**config.mk**
```make
export PLATFORM = sky130hd
export DESIGN_NAME = truth_table_sequencer_flat
export DESIGN_NICKNAME = d
export VERILOG_FILES = /design/src/rtl/truth_table_sequencer_pkg.sv /design/src/rtl/truth_table_sequencer_if.sv /design/src/rtl/truth_table_sequencer_vec_stepper.sv /design/src/rtl/truth_table_sequencer.sv /design/src/flat_wrapper.sv
export SDC_FILE = /design/constraint.sdc
export NUM_CORES = 1
export LEC_CHECK = 0
export ABC_AREA = 1
export BUFFER_PORTS_ARGS = -buffer_cell sky130_fd_sc_hd__buf_4
export CAP_MARGIN = 5
export CELL_PAD_IN_SITES_DETAIL_PLACEMENT = 2
export CELL_PAD_IN_SITES_GLOBAL_PLACEMENT = 2
export CORE_ASPECT_RATIO = 0.75
export CORE_UTILIZATION = 30
export CTS_CLUSTER_DIAMETER = 60
export DETAILED_ROUTE_END_ITERATION = 6
export GPL_ROUTABILITY_DRIVEN = 0
export MAX_ROUTING_LAYER = met4
export PLACE_DENSITY = 0.9
export RECOVER_POWER = 100
export SYNTH_ARGS = -nofsm -noshare
export SYNTH_HDL_FRONTEND = slang
export SYNTH_SLANG_ARGS = --single-unit
```
**constraint.sdc**
```tcl
create_clock -name clk -period 2.9 [get_ports clk]
set_input_delay 0.58 -clock clk [delete_from_list [all_inputs] [get_ports clk]]
set_output_delay 0.58 -clock clk [all_outputs]
set_load 0.01 [all_outputs]
```
**src/rtl/truth_table_sequencer_pkg.sv**
```systemverilog
// ---------------------------------------------------------------------------
// tt_seq_pkg
//   Shared types and constants for the truth-table sequencer.
//   - tt_state_e   : sequencer FSM states
//   - N_IN_DEF     : default number of function-unit inputs
//   - N_VEC_DEF    : number of input vectors swept (2**N_IN_DEF)
//   - HOLD_W       : width of the per-vector hold counter
//   - hold_last()  : terminal hold count for a given hold length
// ---------------------------------------------------------------------------
package tt_seq_pkg;

  localparam int N_IN_DEF  = 4;
  localparam int N_VEC_DEF = 1 << N_IN_DEF;
  localparam int HOLD_W    = 4;

  typedef enum logic [1:0] {
    IDLE  = 2'd0,
    SWEEP = 2'd1,
    DONE  = 2'd2
  } tt_state_e;

  // Hold counter value on which the current vector is sampled.
  function automatic logic [HOLD_W-1:0] hold_last(input int hold_cycles);
    return HOLD_W'(hold_cycles - 1);
  endfunction

endpackage

```
**src/rtl/truth_table_sequencer_if.sv**
```systemverilog
// ---------------------------------------------------------------------------
// truth_table_sequencer_if
//   Host-side control/status bundle of the truth-table sequencer.
//   master : host (drives start, abort, exp_mask; reads results)
//   slave  : sequencer (reads controls; drives status and results)
//   Signals:
//     start, abort      sweep control
//     exp_mask          expected minterm mask, bit k = expected f for vector k
//     busy, done        sweep in progress / one-cycle completion pulse
//     pass              last completed sweep had zero mismatches
//     table_out         captured truth table
//     mismatch_cnt      number of mismatching vectors
//     first_fail_idx    lowest mismatching vector, valid when fail_valid
//     aborted           last sweep was terminated by abort
// ---------------------------------------------------------------------------
interface truth_table_sequencer_if #(
  parameter int N_IN = 4
);
  localparam int N_VEC = 1 << N_IN;

  logic             start;
  logic             abort;
  logic [N_VEC-1:0] exp_mask;
  logic             busy;
  logic             done;
  logic             pass;
  logic [N_VEC-1:0] table_out;
  logic [N_IN:0]    mismatch_cnt;
  logic [N_IN-1:0]  first_fail_idx;
  logic             fail_valid;
  logic             aborted;

  modport master (
    output start, abort, exp_mask,
    input  busy, done, pass, table_out, mismatch_cnt,
           first_fail_idx, fail_valid, aborted
  );

  modport slave (
    input  start, abort, exp_mask,
    output busy, done, pass, table_out, mismatch_cnt,
           first_fail_idx, fail_valid, aborted
  );

endinterface

```
**src/rtl/truth_table_sequencer_vec_stepper.sv**
```systemverilog
// ---------------------------------------------------------------------------
// vec_stepper
//   Hold counter plus vector index counter for the truth-table sweep.
//   Ports:
//     clk, rst       clock, synchronous active-high reset
//     clear          return both counters to zero (new sweep or abort)
//     enable         advance the hold counter this cycle
//     idx            current vector index (registered)
//     sample_strobe  this edge samples vector idx
//     last_vec       idx is the final vector
// ---------------------------------------------------------------------------
module vec_stepper
  import tt_seq_pkg::*;
#(
  parameter int N_IN        = N_IN_DEF,
  parameter int HOLD_CYCLES = 2
) (
  input  logic            clk,
  input  logic            rst,
  input  logic            clear,
  input  logic            enable,
  output logic [N_IN-1:0] idx,
  output logic            sample_strobe,
  output logic            last_vec
);

  localparam logic [HOLD_W-1:0] HOLD_LAST = hold_last(HOLD_CYCLES);

  logic [HOLD_W-1:0] hold;

  assign sample_strobe = enable && (hold == HOLD_LAST);
  assign last_vec      = (idx == {N_IN{1'b1}});

  // After the final sample the index returns to zero instead of wrapping
  // through the increment, so the unit is left driven with vector 0.
  always_ff @(posedge clk) begin
    if (rst || clear) begin
      hold <= '0;
      idx  <= '0;
    end else if (sample_strobe) begin
      hold <= '0;
      idx  <= last_vec ? '0 : idx + N_IN'(1);
    end else if (enable) begin
      hold <= hold + HOLD_W'(1);
    end
  end

endmodule

```
**src/rtl/truth_table_sequencer.sv**
```systemverilog
// ---------------------------------------------------------------------------
// truth_table_sequencer
//   Sweeps a combinational function unit through all 2**N_IN input vectors
//   in ascending order, captures its output into a truth table and checks
//   it against an expected minterm mask latched when the sweep starts.
//   Ports:
//     clk       rising-edge clock
//     rst       synchronous active-high reset
//     bus       host control/status (slave side)
//     vec_out   vector driven into the unit; [3]=A .. [0]=D for N_IN=4
//     f_in      unit output f
//   Parameters:
//     N_IN         number of function inputs
//     HOLD_CYCLES  cycles each vector is held before sampling (1..15)
// ---------------------------------------------------------------------------
module truth_table_sequencer
  import tt_seq_pkg::*;
#(
  parameter int N_IN        = N_IN_DEF,
  parameter int HOLD_CYCLES = 2
) (
  input  logic                     clk,
  input  logic                     rst,
  truth_table_sequencer_if.slave   bus,
  output logic [N_IN-1:0]          vec_out,
  input  logic                     f_in
);

  localparam int N_VEC = 1 << N_IN;

  tt_state_e        state;
  logic [N_VEC-1:0] mask_q;
  logic [N_VEC-1:0] table_q;
  logic [N_IN:0]    cnt_q;
  logic [N_IN:0]    cnt_next;
  logic [N_IN-1:0]  ffi_q;
  logic             fv_q;
  logic             busy_q;
  logic             done_q;
  logic             pass_q;
  logic             aborted_q;

  logic [N_IN-1:0]  idx;
  logic             sample_strobe;
  logic             last_vec;
  logic             accept_start;
  logic             take_abort;
  logic             step_en;
  logic             miss;

  assign accept_start = (state == IDLE)  && bus.start;
  assign take_abort   = (state == SWEEP) && bus.abort;
  // An abort on a sampling edge suppresses the strobe, discarding that sample.
  assign step_en      = (state == SWEEP) && !bus.abort;

  vec_stepper #(
    .N_IN        (N_IN),
    .HOLD_CYCLES (HOLD_CYCLES)
  ) u_stepper (
    .clk           (clk),
    .rst           (rst),
    .clear         (accept_start || take_abort),
    .enable        (step_en),
    .idx           (idx),
    .sample_strobe (sample_strobe),
    .last_vec      (last_vec)
  );

  assign miss     = f_in ^ mask_q[idx];
  assign cnt_next = cnt_q + {{N_IN{1'b0}}, miss};

  always_ff @(posedge clk) begin
    if (rst) begin
      state     <= IDLE;
      mask_q    <= '0;
      table_q   <= '0;
      cnt_q     <= '0;
      ffi_q     <= '0;
      fv_q      <= 1'b0;
      busy_q    <= 1'b0;
      done_q    <= 1'b0;
      pass_q    <= 1'b0;
      aborted_q <= 1'b0;
    end else begin
      done_q <= 1'b0;
      case (state)
        IDLE: begin
          if (bus.start) begin
            mask_q    <= bus.exp_mask;
            table_q   <= '0;
            cnt_q     <= '0;
            ffi_q     <= '0;
            fv_q      <= 1'b0;
            pass_q    <= 1'b0;
            aborted_q <= 1'b0;
            busy_q    <= 1'b1;
            state     <= SWEEP;
          end
        end

        SWEEP: begin
          if (bus.abort) begin
            busy_q    <= 1'b0;
            aborted_q <= 1'b1;
            pass_q    <= 1'b0;
            state     <= IDLE;
          end else if (sample_strobe) begin
            table_q[idx] <= f_in;
            cnt_q        <= cnt_next;
            if (miss && !fv_q) begin
              ffi_q <= idx;
              fv_q  <= 1'b1;
            end
            // The verdict uses cnt_next so the final vector's result counts.
            if (last_vec) begin
              busy_q <= 1'b0;
              done_q <= 1'b1;
              pass_q <= (cnt_next == '0);
              state  <= DONE;
            end
          end
        end

        DONE: begin
          state <= IDLE;
        end

        default: begin
          state <= IDLE;
        end
      endcase
    end
  end

  assign vec_out            = idx;
  assign bus.busy           = busy_q;
  assign bus.done           = done_q;
  assign bus.pass           = pass_q;
  assign bus.table_out      = table_q;
  assign bus.mismatch_cnt   = cnt_q;
  assign bus.first_fail_idx = ffi_q;
  assign bus.fail_valid     = fv_q;
  assign bus.aborted        = aborted_q;

endmodule

```
**src/flat_wrapper.sv**
```systemverilog
// flat-port wrapper written by rule: the top's interface ports become plain ports
module truth_table_sequencer_flat import tt_seq_pkg::*;
#(
  parameter int N_IN        = N_IN_DEF,
  parameter int HOLD_CYCLES = 2
)
  (clk, rst, vec_out, f_in, bus_start, bus_abort, bus_exp_mask, bus_busy, bus_done, bus_pass, bus_table_out, bus_mismatch_cnt, bus_first_fail_idx, bus_fail_valid, bus_aborted);
  truth_table_sequencer_if #(.N_IN(N_IN)) bus_i ();
  input  logic clk;
  input  logic rst;
  output logic [N_IN-1:0] vec_out;
  input  logic f_in;
  input wire logic [$bits(bus_i.start)-1:0] bus_start;
  input wire logic [$bits(bus_i.abort)-1:0] bus_abort;
  input wire logic [$bits(bus_i.exp_mask)-1:0] bus_exp_mask;
  output wire logic [$bits(bus_i.busy)-1:0] bus_busy;
  output wire logic [$bits(bus_i.done)-1:0] bus_done;
  output wire logic [$bits(bus_i.pass)-1:0] bus_pass;
  output wire logic [$bits(bus_i.table_out)-1:0] bus_table_out;
  output wire logic [$bits(bus_i.mismatch_cnt)-1:0] bus_mismatch_cnt;
  output wire logic [$bits(bus_i.first_fail_idx)-1:0] bus_first_fail_idx;
  output wire logic [$bits(bus_i.fail_valid)-1:0] bus_fail_valid;
  output wire logic [$bits(bus_i.aborted)-1:0] bus_aborted;
  assign bus_i.start = bus_start;
  assign bus_i.abort = bus_abort;
  assign bus_i.exp_mask = bus_exp_mask;
  assign bus_busy = bus_i.busy;
  assign bus_done = bus_i.done;
  assign bus_pass = bus_i.pass;
  assign bus_table_out = bus_i.table_out;
  assign bus_mismatch_cnt = bus_i.mismatch_cnt;
  assign bus_first_fail_idx = bus_i.first_fail_idx;
  assign bus_fail_valid = bus_i.fail_valid;
  assign bus_aborted = bus_i.aborted;
  truth_table_sequencer #(.N_IN(N_IN), .HOLD_CYCLES(HOLD_CYCLES)) u_core (.clk(clk), .rst(rst), .bus(bus_i), .vec_out(vec_out), .f_in(f_in));
endmodule
```
Word-level counts from Yosys, hierarchy flattened
Index checks and enable logic that the tools add are counted.
W data, S select, Z words.

word-level totals
  bits of input ports = 21
  flip-flop bits (word level) = 56
  logic and storage cells = 92

operators by class
  mux-type cells = 41
  eq/ne operators = 10
  reductions and logical operators = 21
  bitwise logic cells = 3
  add/sub/neg operators = 3
  order comparisons = 2

operators by type and width
  operator               number
  $mux W16               3
  $pmux W16 S2           1
  $mux W4                5
  $bwmux W16             1
  $mux W1                15
  $mux W5                3
  $pmux W5 S2            1
  $add A4 B1 Y4 const B  2
  $mux W2                4
  $ne A2 B2 Y1 const B   4
  $pmux W1 S2            4
  $pmux W4 S2            1
  $reduce_and A4 Y1      2
  $logic_and A1 B1 Y1    6
  $reduce_and A3 Y1      2
  $add A5 B1 Y5          1
  $logic_not A5 Y1       1
  $lt A4 B5 Y1 const B   1
  $reduce_and A5 Y1      1
  $bmux W1 S4            1
  $demux W1 S4           1
  $eq A4 B1 Y1 const B   1
  $eq A4 B4 Y1 const B   1
  $ge A4 B1 Y1 const B   1
  14 further kinds       17

Longest topological paths before layout
  word-level depth = 9
  gate-level depth with buffers = 17
  depth with buffers taken out = 17

Cells and area by module
A second synthesis with hierarchy kept.

unflattened totals
  cells, all modules = 396
  area, all modules = 2663.8 um^2

modules (own cells, without submodules)
  module                 area an instance (um^2)  times used  cells an instance  sequential area each (um^2)
  truth_table_sequencer  2232.1                   1           336                960.9
  vec_stepper            431.7                    1           60                 160.2

Least setup slack after synthesis
Ideal clock, no wire load.

  kind = register to register
  from = register u_core.u_stepper.idx[0]
  to = register u_core.pass_q, in the netlist u_core.bus.pass
  clock period less this slack = 2.237 ns
  data arrival time = 2.173 ns
  cell stages (with the launch flop) = 18
  path slack = 0.663 ns
  data required time = 2.836 ns
  path through = dfxtp_1 buf_6 nand2_1 nand3_1 nand2_1 nand2_1 nand2_2 nor2_1 nand2_1 and2_2 ha_1 ha_1 nand3_1 xor2_1 inv_1 nor3_1 a21oi_1 nor2_1

between the ends
  longest elaborated chain between the ends = 9

RTL lines
  item                           line                                     text
  start, declared                truth_table_sequencer_vec_stepper.sv:22  output logic [N_IN-1:0] idx,
  start signal, assigned         truth_table_sequencer_vec_stepper.sv:42  idx <= last_vec ? '0 : idx + N_IN'(1);
  $bmux W1 S4                    truth_table_sequencer.sv:69              assign miss = f_in ^ mask_q[idx];
  $mux W1 (not written as such)  truth_table_sequencer.sv:69
  $xor A1 B1 Y1                  truth_table_sequencer.sv:69
  $add A5 B1 Y5                  truth_table_sequencer.sv:70              assign cnt_next = cnt_q + {{N_IN{1'b0}}, miss};
  $logic_not A5 Y1               truth_table_sequencer.sv:118             pass_q <= (cnt_next == '0);
  $mux W1                        truth_table_sequencer.sv:115             if (last_vec) begin
  $mux W1                        truth_table_sequencer.sv:107             end else if (sample_strobe) begin
  $mux W1                        truth_table_sequencer.sv:102             if (bus.abort) begin
  $pmux W1 S2                    truth_table_sequencer.sv:86              case (state)
  end signal, assigned           truth_table_sequencer.sv:118
  end, declared                  truth_table_sequencer.sv:40              logic pass_q;

Several ways; a longest one is shown, not always the timed one. The select of a mux whose other input is x is not followed.
A chain may end at the register's enable or synchronous reset.

Final worst setup path
Same ends and word-level chain as after synthesis.

==> results.yml <==
floorplan:
  die-area_mm2: 0.00932
  core_mm2: 0.00856
  row_count: 29
  io_pins: 55
  initial_core_util: 0.313
  die_w_um: 111
  die-height_um: 83.9
final_layout:
  final_util: 0.366
  fin_nets: 450
  syn2layout_area_growth_pct: 16.9
  final_area_mm2: 0.00313
  layout-drive-gt1-share: 0.109
  diodes: 0
  fillers: 1067
setup_path:
  setup.worst_path.start_class: "register"
  reg2reg_to: "u_core.bus.pass"
  reg2regPathDepth: 18
  rr_startpoint: "u_core.u_stepper.idx[0]"
  path_max_fanout: 11
  setup.worst_path.class: "register to register"
  critPathCaptureType: "register"
  r2r_setup_slack_ns: 0.27
  crit_arrival_ns: 2.86
  required_ns: 3.13
timing:
  fin_worst_skew_ns: 0.00605
  slew_viol_final: 32
  setup_violations: 0
  final_hold_viol_count: 0
  rsz0062_at_grt: "false"
  finalCriticalPeriod_ns: 2.63
  relSlewSlack: -0.0444
  fmax_mhz: 381
  worstMarginPinSlew_ns: 1.57
  tns_ns: 0
  fin_crit_sh: 0.906
drt:
  vias_per_cell: 4.92
  wl_per_cell_um: 16.0
  vias: 2610
  first_pass_iters: 6
  routed_wl_mm: 8.49
  drc: 7
  drt_iter0_drc: 96
  antenna_left: 0
logic_synthesis:
  yosys_warnings: 0
  ys.flop_type: "dfxtp_1"
  yosys.area_share.xor_xnor: 0.0131
  synth_area_mm2: 0.00268
  synth_nets: 401
  synth_top_family_by_area: "simple AND/OR/NAND/NOR gates"
  synthMuxAreaShare: 0
  async_reset_ff_frac: 0
  avgSynthCellArea_um2: 7.21
  synth-compound-area-share: 0.178
  yosysSeqAreaShare: 0.418
  synth_edf_count: 0
  yosysTopAreaCell: "dfxtp_1"
  synth.top_cell.area_share: 0.418
  synth_cells: 372
  ys_seq_elements: 56
  synth_area_leaders: "dfxtp_1 (42%), nand2_1 (11%), a21oi_1 (8.6%)"
  synth_simple_gate_area_frac: 0.253
  synthDistinctLibCells: 30
  synth-adder-area-share: 0.0373
hold_path:
  hold_path_class: "register to register"
  holdCritStartpoint: "u_core.mask_q[9]"
  hold-path-cell-count: 2
  hold_end: "u_core.mask_q[9]"
grt:
  grt_pass1_vias: 2767
  antenna_found_initial: 0
  grt_pass1_wl_mm: 14.0
  grt.total_usage: 0.195
  grt_max_degree: 43
  grt-ovfl-total: 0
clocking:
  h-tree-depth: 2
  post_cts_buffers: 0
  cts_max_path_buffers: 2
  cts_buffers: 5
  clock_latency_ns: 0.30
  cts_tree: "yes"
  cts-hold-fix-buffers: 0
  cts_root_buffer: "clkbuf_16"
  cts_resized: 0
  clk_pin_slew_worst_paths_ns: 0.07
  cts_sinks: 56
power:
  p_leak_nw: 1.26
  ir_worst_vdd_mv: 0.190
  powerDensity_mw_per_mm2: 505
placement:
  place_hpwl_mm: 6.38
  place.port_buffers: 54
  dpl-instance-area_mm2: 0.00315
flow_run:
  drv_cap: 1
outcome:
  outcome: "complete, but fails checks"
  violations: "DRC, capacitance limit, slew limit"
==> metrics by stage <==
step | worst slack, ns | std cells | total power, mW | hold slack [ns]
6_report | 0.272 | 530 | 1.58 | 0.460
5_1_grt | 0.0582 | 530 | 1.65 | 0.484
4_1_cts | 0.116 | 530 | 1.62 | 0.463
3_5_place_dp | 0.186 | 522 | 0.991 | 0.454
3_3_place_gp | 0.514 | 522 | 0.980 | 0.452
2_1_floorplan | 0.663 | 372 | 0.930 | 0.429
==> sequential cells by signal, summed over array words and instances (netlist names) <==
register,count
u_core.u_stepper.hold,4
u_core.bus.mismatch_cnt,5
u_core.bus.busy,1
u_core.state,2
u_core.bus.first_fail_idx,4
u_core.bus.aborted,1
u_core.bus.table_out,16
u_core.bus.done,1
u_core.bus.pass,1
u_core.bus.fail_valid,1
u_core.u_stepper.idx,4
u_core.mask_q,16
==> Yosys cell counts (2+ instances only) <==
cell type,number
o21ai_0,36
dfxtp_1,56
xnor2_1,2
buf_2,2
a21oi_2,5
nor3b_1,2
nor2_4,2
xor2_1,2
buf_6,4
nand2_1,76
ha_1,8
clkbuf_1,8
nor3_1,5
nand2_4,2
nor2_1,42
nand2_2,2
a21oi_1,46
nand3_1,17
inv_1,42
inv_2,3
==> kinds of logic (layout without fill, tap and decap cells) <==
family,Yosys count,count (layout)
simple gates,154,154
compound gates,89,89
xor+xnor,4,4
buf+inv,61,111
flops,56,56
fa+ha+maj,8,8
==> per-layer routing <==
layer | up-vias | track usage | wire (um)
li1 | 1288 | - | -
met1 | 1277 | 0.238 | 4050
met2 | 40 | 0.334 | 4130
met3 | 5 | 0.0320 | 247
met4 | 0 | 0.0479 | 64
met5 | - | - | 0
==> worst max path at each step <==
| stage | from | to | depth (start not counted) |
|---|---|---|---|
| 2_1_floorplan | u_core.u_stepper.idx[0] | u_core.bus.pass | 17 |
| 3_3_place_gp | u_core.u_stepper.idx[0] | u_core.bus.pass | 18 |
| 3_5_place_dp | u_core.u_stepper.idx[0] | u_core.bus.pass | 18 |
| 4_1_cts | u_core.u_stepper.idx[0] | u_core.bus.pass | 18 |
| 5_1_grt | u_core.u_stepper.idx[0] | u_core.bus.pass | 18 |
| 6_report | u_core.u_stepper.idx[0] | u_core.bus.pass | 18 |
==> where the power goes <==
group,total (mW),switching [mW],internal [mW]
logic,0.158,0.107,0.0515
clock network,0.625,0.279,0.346
registers,0.800,0.00826,0.792
==> area by class of cell <==
type / count / area, um^2 / area share
Sequential cell: 56 / 1120 / 0.358
Inverter: 46 / 175 / 0.0559
Tap cell: 108 / 135 / 0.0431
Timing Repair Buffer: 57 / 297 / 0.0946
Clock buffer: 8 / 146 / 0.0467
Multi-Input combinational cell: 255 / 1260 / 0.402
==> cell usage in the layout, fill, tap and decap left out, types with 5 or more instances in the layout <==
master     count
clkbuf_1      37
dfxtp_1       55
buf_4         22
nand2_1       77
a21oi_1       47
clkbuf_16      5
nand3_1       18
inv_1         44
nor3_1         5
o21ai_0       36
ha_1           8
nor2_1        42
==> worst max-delay path: stages, from the launching register on <==
cell and delay, ns:
dfxtp_2 0.38, buf_4 0.18, inv_4 0.12, nand2_1 0.09
nand3_1 0.07, nand2_1 0.07, nand2_1 0.07, nand2_1 0.08
nor2_1 0.10, nand2_1 0.08, and2_2 0.20, ha_1 0.20
ha_1 0.21, nand3_1 0.13, xor2_1 0.16, inv_1 0.07
nor3_1 0.16, a21oi_1 0.09, nor2_1 0.10
Note: power is estimated with default switching activity, not from simulation.
